[config.mk]
export PLATFORM = sky130hd
export DESIGN_NAME = id_ex_pipe_flat
export DESIGN_NICKNAME = d
export VERILOG_FILES = /design/src/rtl/id_ex_pkg.sv /design/src/rtl/id_ex_if.sv /design/src/rtl/id_ex_hazard.sv /design/src/rtl/id_ex_pipe.sv /design/src/flat_wrapper.sv
export SDC_FILE = /design/constraint.sdc
export NUM_CORES = 1
export LEC_CHECK = 0
export CORE_ASPECT_RATIO = 1.75
export CORE_UTILIZATION = 35
export DETAILED_ROUTE_END_ITERATION = 7
export PLACE_DENSITY = 0.76
export SYNTH_ARGS = -nofsm -noshare
export SYNTH_HDL_FRONTEND = slang
export SYNTH_HIERARCHICAL = 1
export SYNTH_SLANG_ARGS = --single-unit
[constraint.sdc]
create_clock -name clk -period 11.2 [get_ports clk]
set_input_delay 1.12 -clock clk [delete_from_list [all_inputs] [get_ports clk]]
set_output_delay 1.12 -clock clk [all_outputs]
set_load 0.02 [all_outputs]
[src/rtl/id_ex_pkg.sv]
// id_ex_pkg: shared widths and constants for the ID/EX pipeline register slice.
// Control-group layout (WB / M / EX) and default datapath geometry live here so
// the interface, the hazard unit and the pipeline register agree on them.
package id_ex_pkg;

    // Control-group widths carried from decode into execute.
    localparam int WB_W = 2;
    localparam int M_W  = 3;
    localparam int EX_W = 5;

    // Position of MemRead inside the M control group.
    localparam int MEMREAD_BIT = 1;

    // Default geometry: 32-bit datapath, 32 architectural registers,
    // 16-bit bubble counter.
    localparam int DEF_DW = 32;
    localparam int DEF_RW = 5;
    localparam int DEF_CW = 16;

endpackage

[src/rtl/id_ex_if.sv]
// id_ex_if: decode-side payload, execute-side registered copy and the
// stall/flush sideband of the ID/EX stage, bundled as one bus.
// The slave modport is the pipeline register; the master modport is the
// surrounding core (decode stage, hazard sources, execute consumers).
interface id_ex_if
    import id_ex_pkg::*;
#(
    parameter int DW = DEF_DW,
    parameter int RW = DEF_RW,
    parameter int CW = DEF_CW
);

    // Decode-stage payload
    logic            id_valid;
    logic [DW-1:0]   id_pc4;
    logic [DW-1:0]   id_rd1;
    logic [DW-1:0]   id_rd2;
    logic [DW-1:0]   id_imm;
    logic [RW-1:0]   id_rs;
    logic [RW-1:0]   id_rt;
    logic [RW-1:0]   id_rd;
    logic [WB_W-1:0] id_wb;
    logic [M_W-1:0]  id_m;
    logic [EX_W-1:0] id_ex;

    // Pipeline control sideband
    logic            ex_stall;
    logic            flush;

    // Execute-stage registered copy
    logic            ex_valid;
    logic [DW-1:0]   ex_pc4;
    logic [DW-1:0]   ex_rd1;
    logic [DW-1:0]   ex_rd2;
    logic [DW-1:0]   ex_imm;
    logic [RW-1:0]   ex_rs;
    logic [RW-1:0]   ex_rt;
    logic [RW-1:0]   ex_rd;
    logic [WB_W-1:0] ex_wb;
    logic [M_W-1:0]  ex_m;
    logic [EX_W-1:0] ex_ex;

    // Upstream freeze and bubble statistics
    logic            stall_up;
    logic [CW-1:0]   bubble_cnt;

    modport master (
        output id_valid, id_pc4, id_rd1, id_rd2, id_imm,
        output id_rs, id_rt, id_rd, id_wb, id_m, id_ex,
        output ex_stall, flush,
        input  ex_valid, ex_pc4, ex_rd1, ex_rd2, ex_imm,
        input  ex_rs, ex_rt, ex_rd, ex_wb, ex_m, ex_ex,
        input  stall_up, bubble_cnt
    );

    modport slave (
        input  id_valid, id_pc4, id_rd1, id_rd2, id_imm,
        input  id_rs, id_rt, id_rd, id_wb, id_m, id_ex,
        input  ex_stall, flush,
        output ex_valid, ex_pc4, ex_rd1, ex_rd2, ex_imm,
        output ex_rs, ex_rt, ex_rd, ex_wb, ex_m, ex_ex,
        output stall_up, bubble_cnt
    );

endinterface

[src/rtl/id_ex_hazard.sv]
// id_ex_hazard: combinational load-use detector.
// Flags a hazard when a valid load sits in EX and the valid instruction in ID
// reads the register that load is about to write. Register 0 is hardwired to
// zero, so a load targeting it never creates a dependency.
module id_ex_hazard
    import id_ex_pkg::*;
#(
    parameter int RW = DEF_RW
) (
    input  logic          ex_valid,
    input  logic          ex_memread,
    input  logic [RW-1:0] ex_rt,
    input  logic          id_valid,
    input  logic [RW-1:0] id_rs,
    input  logic [RW-1:0] id_rt,
    output logic          hazard
);

    logic rt_nonzero;
    logic src_match;

    // Dependency check against the load destination in EX.
    always_comb begin
        rt_nonzero = (ex_rt != '0);
        src_match  = (ex_rt == id_rs) || (ex_rt == id_rt);
        hazard     = ex_valid && ex_memread && rt_nonzero && id_valid && src_match;
    end

endmodule

[src/rtl/id_ex_pipe.sv]
// id_ex_pipe: ID/EX pipeline register with load-use bubble insertion.
// Update priority: reset, downstream hold (ex_stall), flush, load-use hazard,
// normal load. Flush and hazard both load a bubble: valid and all control
// groups cleared while the data fields still take the decode values so the
// register contents stay deterministic.
// Optional build macro ID_EX_BUBBLE_CNT_EN adds a saturating count of loaded
// bubbles on bubble_cnt; without it bubble_cnt is tied to zero and no counter
// flops exist.
module id_ex_pipe
    import id_ex_pkg::*;
#(
    parameter int DW = DEF_DW,
    parameter int RW = DEF_RW,
    parameter int CW = DEF_CW
) (
    input logic    clk,
    input logic    rst,
    id_ex_if.slave bus
);

    // EX-stage state
    logic            vld_p1;
    logic [DW-1:0]   pc4_p1;
    logic [DW-1:0]   rd1_p1;
    logic [DW-1:0]   rd2_p1;
    logic [DW-1:0]   imm_p1;
    logic [RW-1:0]   rs_p1;
    logic [RW-1:0]   rt_p1;
    logic [RW-1:0]   rd_p1;
    logic [WB_W-1:0] wb_p1;
    logic [M_W-1:0]  m_p1;
    logic [EX_W-1:0] ex_p1;

    logic hazard;
    logic bubble;

    id_ex_hazard #(
        .RW (RW)
    ) u_hazard (
        .ex_valid   (vld_p1),
        .ex_memread (m_p1[MEMREAD_BIT]),
        .ex_rt      (rt_p1),
        .id_valid   (bus.id_valid),
        .id_rs      (bus.id_rs),
        .id_rt      (bus.id_rt),
        .hazard     (hazard)
    );

    // A flush already kills the dependent instruction, so it must not also
    // freeze the front end; otherwise the killed instruction would reappear.
    always_comb begin
        bubble       = bus.flush || hazard;
        bus.stall_up = bus.ex_stall || (hazard && !bus.flush);
    end

    // ID -> EX stage boundary: hold, bubble or load.
    always_ff @(posedge clk or posedge rst) begin
        if (rst) begin
            vld_p1 <= 1'b0;
            pc4_p1 <= '0;
            rd1_p1 <= '0;
            rd2_p1 <= '0;
            imm_p1 <= '0;
            rs_p1  <= '0;
            rt_p1  <= '0;
            rd_p1  <= '0;
            wb_p1  <= '0;
            m_p1   <= '0;
            ex_p1  <= '0;
        end else if (!bus.ex_stall) begin
            pc4_p1 <= bus.id_pc4;
            rd1_p1 <= bus.id_rd1;
            rd2_p1 <= bus.id_rd2;
            imm_p1 <= bus.id_imm;
            rs_p1  <= bus.id_rs;
            rt_p1  <= bus.id_rt;
            rd_p1  <= bus.id_rd;
            if (bubble) begin
                vld_p1 <= 1'b0;
                wb_p1  <= '0;
                m_p1   <= '0;
                ex_p1  <= '0;
            end else begin
                vld_p1 <= bus.id_valid;
                wb_p1  <= bus.id_wb;
                m_p1   <= bus.id_m;
                ex_p1  <= bus.id_ex;
            end
        end
    end

    assign bus.ex_valid = vld_p1;
    assign bus.ex_pc4   = pc4_p1;
    assign bus.ex_rd1   = rd1_p1;
    assign bus.ex_rd2   = rd2_p1;
    assign bus.ex_imm   = imm_p1;
    assign bus.ex_rs    = rs_p1;
    assign bus.ex_rt    = rt_p1;
    assign bus.ex_rd    = rd_p1;
    assign bus.ex_wb    = wb_p1;
    assign bus.ex_m     = m_p1;
    assign bus.ex_ex    = ex_p1;

`ifdef ID_EX_BUBBLE_CNT_EN
    logic [CW-1:0] bcnt_p1;

    // Increment that sticks at all-ones instead of wrapping.
    function automatic logic [CW-1:0] sat_inc(input logic [CW-1:0] v);
        return (&v) ? v : v + CW'(1);
    endfunction

    // Count every cycle in which a bubble is actually loaded.
    always_ff @(posedge clk or posedge rst) begin
        if (rst) begin
            bcnt_p1 <= '0;
        end else if (!bus.ex_stall && bubble) begin
            bcnt_p1 <= sat_inc(bcnt_p1);
        end
    end

    assign bus.bubble_cnt = bcnt_p1;
`else
    assign bus.bubble_cnt = {CW{1'b0}};
`endif

endmodule

[src/flat_wrapper.sv]
// flat-port wrapper written by rule: the top's interface ports become plain ports
module id_ex_pipe_flat import id_ex_pkg::*;
#(
    parameter int DW = DEF_DW,
    parameter int RW = DEF_RW,
    parameter int CW = DEF_CW
)
  (clk, rst, bus_id_valid, bus_id_pc4, bus_id_rd1, bus_id_rd2, bus_id_imm, bus_id_rs, bus_id_rt, bus_id_rd, bus_id_wb, bus_id_m, bus_id_ex, bus_ex_stall, bus_flush, bus_ex_valid, bus_ex_pc4, bus_ex_rd1, bus_ex_rd2, bus_ex_imm, bus_ex_rs, bus_ex_rt, bus_ex_rd, bus_ex_wb, bus_ex_m, bus_ex_ex, bus_stall_up, bus_bubble_cnt);
  id_ex_if #(.DW(DW), .RW(RW), .CW(CW)) bus_i ();
  input logic clk;
  input logic rst;
  input wire logic [$bits(bus_i.id_valid)-1:0] bus_id_valid;
  input wire logic [$bits(bus_i.id_pc4)-1:0] bus_id_pc4;
  input wire logic [$bits(bus_i.id_rd1)-1:0] bus_id_rd1;
  input wire logic [$bits(bus_i.id_rd2)-1:0] bus_id_rd2;
  input wire logic [$bits(bus_i.id_imm)-1:0] bus_id_imm;
  input wire logic [$bits(bus_i.id_rs)-1:0] bus_id_rs;
  input wire logic [$bits(bus_i.id_rt)-1:0] bus_id_rt;
  input wire logic [$bits(bus_i.id_rd)-1:0] bus_id_rd;
  input wire logic [$bits(bus_i.id_wb)-1:0] bus_id_wb;
  input wire logic [$bits(bus_i.id_m)-1:0] bus_id_m;
  input wire logic [$bits(bus_i.id_ex)-1:0] bus_id_ex;
  input wire logic [$bits(bus_i.ex_stall)-1:0] bus_ex_stall;
  input wire logic [$bits(bus_i.flush)-1:0] bus_flush;
  output wire logic [$bits(bus_i.ex_valid)-1:0] bus_ex_valid;
  output wire logic [$bits(bus_i.ex_pc4)-1:0] bus_ex_pc4;
  output wire logic [$bits(bus_i.ex_rd1)-1:0] bus_ex_rd1;
  output wire logic [$bits(bus_i.ex_rd2)-1:0] bus_ex_rd2;
  output wire logic [$bits(bus_i.ex_imm)-1:0] bus_ex_imm;
  output wire logic [$bits(bus_i.ex_rs)-1:0] bus_ex_rs;
  output wire logic [$bits(bus_i.ex_rt)-1:0] bus_ex_rt;
  output wire logic [$bits(bus_i.ex_rd)-1:0] bus_ex_rd;
  output wire logic [$bits(bus_i.ex_wb)-1:0] bus_ex_wb;
  output wire logic [$bits(bus_i.ex_m)-1:0] bus_ex_m;
  output wire logic [$bits(bus_i.ex_ex)-1:0] bus_ex_ex;
  output wire logic [$bits(bus_i.stall_up)-1:0] bus_stall_up;
  output wire logic [$bits(bus_i.bubble_cnt)-1:0] bus_bubble_cnt;
  assign bus_i.id_valid = bus_id_valid;
  assign bus_i.id_pc4 = bus_id_pc4;
  assign bus_i.id_rd1 = bus_id_rd1;
  assign bus_i.id_rd2 = bus_id_rd2;
  assign bus_i.id_imm = bus_id_imm;
  assign bus_i.id_rs = bus_id_rs;
  assign bus_i.id_rt = bus_id_rt;
  assign bus_i.id_rd = bus_id_rd;
  assign bus_i.id_wb = bus_id_wb;
  assign bus_i.id_m = bus_id_m;
  assign bus_i.id_ex = bus_id_ex;
  assign bus_i.ex_stall = bus_ex_stall;
  assign bus_i.flush = bus_flush;
  assign bus_ex_valid = bus_i.ex_valid;
  assign bus_ex_pc4 = bus_i.ex_pc4;
  assign bus_ex_rd1 = bus_i.ex_rd1;
  assign bus_ex_rd2 = bus_i.ex_rd2;
  assign bus_ex_imm = bus_i.ex_imm;
  assign bus_ex_rs = bus_i.ex_rs;
  assign bus_ex_rt = bus_i.ex_rt;
  assign bus_ex_rd = bus_i.ex_rd;
  assign bus_ex_wb = bus_i.ex_wb;
  assign bus_ex_m = bus_i.ex_m;
  assign bus_ex_ex = bus_i.ex_ex;
  assign bus_stall_up = bus_i.stall_up;
  assign bus_bubble_cnt = bus_i.bubble_cnt;
  id_ex_pipe #(.DW(DW), .RW(RW), .CW(CW)) u_core (.clk(clk), .rst(rst), .bus(bus_i));
endmodule
Yosys cells after proc, flatten, opt, wreduce, memory -nomap -nowiden

Index checks and enable logic that the tools add are counted.
Widths: inputs -> output; s select.

Muxes and demuxes: 4
Shift-type cells: 0
Reduce and logical (&&, ||, !) cells: 10
Bitwise gates (word level): 0
Order comparisons: 0
Multiply operators: 0
Add/sub/neg operators: 0
Equality and inequality tests: 2
Divide/modulo/power cells: 0

Operators by type and width:

| operator          | count |
|---|---|
| $eq 5x5->1        | 2 |
| $logic_and 1x1->1 | 5 |
| $mux 5            | 1 |
| $reduce_bool 5->1 | 1 |
| $logic_or 1x1->1  | 3 |
| $mux 3            | 1 |
| $mux 2            | 1 |
| $logic_not 1->1   | 1 |
| $mux 1            | 1 |

Latch bits: 0
Memory bits (read-only): 0
Register bits: 154
Input port bits: 158
Memories kept: 0
Memory bits (writable): 0
Output and inout port bits: 171
Word-level logic and storage cells: 27

Longest topological paths before layout

Word-level depth: 6
Mapped depth: 7

Modules after synthesis

The synthesis kept the hierarchy.

Modules (own cells, without submodules):

| module       | instances | area each (um^2) | cells each |
|---|---|---|---|
| id_ex_pipe   | 1         | 5952.0           | 359 |
| id_ex_hazard | 1         | 128.9            | 17 |

Worst setup path after synthesis

OpenSTA, ideal clock, no wires.

Path kind: input to output
From: input port bus_id_rs[0]
To: output port bus_stall_up
Slack: 8.179 ns
Buffers on the path: 0
Required time: 10.080 ns
Arrival time: 1.901 ns
Cell stages on the path: 5
Cell sequence: xor2_1 > nor3_1 > nand3_1 > a21oi_1 > a21o_1

Longest elaborated chain between the ends: 5

Ends and longest elaborated chain:

| element            | RTL line           | text |
|---|---|---|
| start: declaration | flat_wrapper.sv:17 | `input wire logic [$bits(bus_i.id_rs)-1:0] bus_id_rs;` |
| $eq 5x5->1         | id_ex_hazard.sv:25 | `src_match = (ex_rt == id_rs) \|\| (ex_rt == id_rt);` |
| $logic_or 1x1->1   | id_ex_hazard.sv:25 |  |
| $logic_and 1x1->1  | id_ex_hazard.sv:26 | `hazard = ex_valid && ex_memread && rt_nonzero && id_valid && src_match;` |
| via u_core.hazard  | id_ex_pipe.sv:34   | `logic hazard;` |
| $logic_and 1x1->1  | id_ex_pipe.sv:53   | `bus.stall_up = bus.ex_stall \|\| (hazard && !bus.flush);` |
| $logic_or 1x1->1   | id_ex_pipe.sv:53   |  |
| end: declaration   | flat_wrapper.sv:36 | `output wire logic [$bits(bus_i.stall_up)-1:0] bus_stall_up;` |

The timed path passes the listed nets, and every way through them passes these cells.

Worst setup path in the final report

Ends and elaborated chain as after synthesis.

==> results_dict.tcl <==
set metrics [dict create \
    slew_headroom 0.348 \
    grt_first_pass_wirelength_um 23900 \
    h-tree-depth 4 \
    synthTopCellsByArea "dfrtp_1, mux2_2, buf_6" \
    postRouteAntennaNets 0 \
    yosysMostFrequentCell "dfrtp_1" \
    slowest_stage "clkdlybuf4s50_1" \
    path_depth 7 \
    n_fill_cell 1386 \
    antenna_found_initial 0 \
    synth_warnings 6 \
    yosysTopAreaCellShare 0.634 \
    die_area_mm2 0.0179 \
    pwr_density_cell_mw_per_mm2 158 \
    syn-cell-area_mm2 0.00608 \
    reg2regPathDepth 5 \
    syn_to_final_growth_pct 61.9 \
    slew_violations 0 \
    diodes 0 \
    drt-initial-drc-count 99 \
    first_global_vias 4581 \
    start_kind "input port" \
    timing.rr.start "u_core/bus.ex_rt[3]" \
    drtPass1Iterations 4 \
    rows 63 \
    timing.rr.end "u_core/bus.ex_ex[4]" \
    ys_seq_area_frac 0.634 \
    period_share 0.377 \
    arrival_ns 3.11 \
    track_usage 0.180 \
    dp_hpwl_um 11900 \
    syn_avg_cell_area_um2 16.2 \
    core_mm2 0.0169 \
    ios 329 \
    irDropWorstVdd_uv 98.1 \
    nNetsFinal 847 \
    area.sequential_mm2 0.00385 \
    hold_viol 0 \
    tns_ns 0 \
    drv_cap 0 \
    fp.dieW_um 102 \
    path_buf_inv 2 \
    path_delay_family "buffers and inverters" \
    cp-startpoint "bus_id_rs[0]" \
    crit_type "in2out" \
    critPathCaptureType "output pin" \
    drc 0 \
    cts_resized 0 \
    vias_per_cell 4.55 \
    die_y_um 176 \
    cts-root-buf "clkbuf_16" \
    cts-hold-fix-buffers 0 \
    async_flop_share 1.00 \
    synth-main-ff-cell "dfrtp_1" \
    multi_input_area_mm2 0.00198 \
    initial_core_util 0.359 \
    crit_end "bus_stall_up" \
    max_slew.worst_pin.slew_ns 0.978 \
    cts_buffers 17 \
    required_ns 10.08 \
    fin_crit_ns 4.23 \
    reg2reg_slack_ns 8.98 \
    post_cts_buffers 0 \
    num_vias 4208 \
    synth-seq-cells 154 \
    worstSkewPairLatency_ns 0.41 \
    fin_skew_ns 0.00548 \
    drive_above_1_share 0.249 \
    status "complete, no violations" \
    synth-edff-count 0 \
    post_synth_inst_count 376 \
    cts.sinks 154 \
    cts_tree "built" \
    min_delay_path_depth 1 \
    io_buffers 312 \
    totalPowerFinal_mw 1.55 \
    place_congestion 0.764 \
    clock_path_buffers 2 \
    hp-class "reg2reg" \
    crit_top_cell "clkdlybuf4s50_1" \
    yosys-top-cells-count "dfrtp_1, mux2_2, buf_4" \
    synth.distinct_cells 19 \
    cpPeakStageDelay_ns 0.62 \
    p_leak_nw 4.06 \
    grt_setup_unrepaired "false" \
    synth_area_leader_cell "dfrtp_1" \
    fmax_mhz 237 \
    crit_fanout 2 \
    clk_pin_slew_ns 0.06 \
    overflow 0 \
    worstPathCellList "clkdlybuf4s50_1 > xor2_1 > nor3_1 > nand3_1 > a21oi_1 > a21o_1 > clkdlybuf4s50_1" \
    routedWlPerCell_um 17.3 \
    wl_um 16000 \
    grt_max_degree 109 \
    setup_viol 0 \
]
worst reg2reg max path, stage by stage, from the launching register on:
cell and delay (ns):
dfrtp_1 0.44, or4_1 0.56, o2111ai_1 0.20, a21oi_1 0.09, nor2_1 0.63, a22o_1 0.24
cell usage in the layout (no fill, tap or decap), drive strengths merged, types with 4 or more instances in the layout:
cell type,instances
a22o,11
mux2,143
clkbuf,20
clkdlybuf4s50,311
dfrtp,154
xor2,6
xnor2,4
nor2b,11
conb,16
routing by layer:
metal	up-vias	GRT usage	routed length, um
li1	1906	-	-
met1	2064	0.184	5450
met2	208	0.322	8810
met3	30	0.0562	1210
met4	0	0.0888	545
met5	-	0	0
report_power, final:
part,total (mW),switching (mW),internal (mW)
logic,0.342,0.151,0.191
clock network,0.568,0.212,0.356
registers,0.643,0.0315,0.612
total,1.55,0.394,1.16
kinds of logic after synthesis:
logic type	after synthesis	share of synthesized area
flops	154	0.634
mux	143	0.265
buf+inv	37	0.0506
simple gates	17	0.0165
compound gates	14	0.0193
xor+xnor	10	0.0144
other cells	1	0.000617
per-stage QoR:
step / hold slack (ns) / std cells / setup slack [ns] / cell area (um2) / utilization
3_3_place_gp: 0.485 / 897 / 6.91 / 9270 / 0.547
5_1_grt: 0.512 / 925 / 6.88 / 9840 / 0.581
6_report: 0.502 / 925 / 6.97 / 9840 / 0.581
2_1_floorplan: 0.626 / 391 / 5.93 / 6140 / -
4_1_cts: 0.505 / 925 / 6.94 / 9840 / 0.581
3_5_place_dp: 0.492 / 897 / 6.95 / 9270 / 0.547
registers in the layout (all words and copies together), names as in the netlist:
| name | cells |
|---|---|
| u_core/bus.ex_ex | 5 |
| u_core/bus.ex_imm | 32 |
| u_core/bus.ex_m | 3 |
| u_core/bus.ex_pc4 | 32 |
| u_core/bus.ex_rd | 5 |
| u_core/bus.ex_rd1 | 32 |
| u_core/bus.ex_rd2 | 32 |
| u_core/bus.ex_rs | 5 |
| u_core/bus.ex_rt | 5 |
| u_core/bus.ex_valid | 1 |
| u_core/bus.ex_wb | 2 |
worst min-delay path by stage:
| stage | to | start |
|---|---|---|
| 2_1_floorplan | u_core/bus.ex_ex[0] | u_core/bus.ex_ex[0] |
| 3_3_place_gp | u_core/bus.ex_imm[13] | u_core/bus.ex_imm[13] |
| 3_5_place_dp | u_core/bus.ex_rd[0] | u_core/bus.ex_rd[0] |
| 4_1_cts | u_core/bus.ex_pc4[27] | u_core/bus.ex_pc4[27] |
| 5_1_grt | u_core/bus.ex_rd2[30] | u_core/bus.ex_rd2[30] |
| 6_report | u_core/bus.ex_pc4[23] | u_core/bus.ex_pc4[23] |
layout make-up:
type / count / share of cell area
inverter: 2 / 0.00127
timing repair buffer: 314 / 0.319
clock buffer: 20 / 0.0464
sequential: 154 / 0.391
clock inverter: 8 / 0.0125
multi-input combinational: 200 / 0.201
tap: 227 / 0.0289
Note: power is estimated with default switching activity, not from simulation.
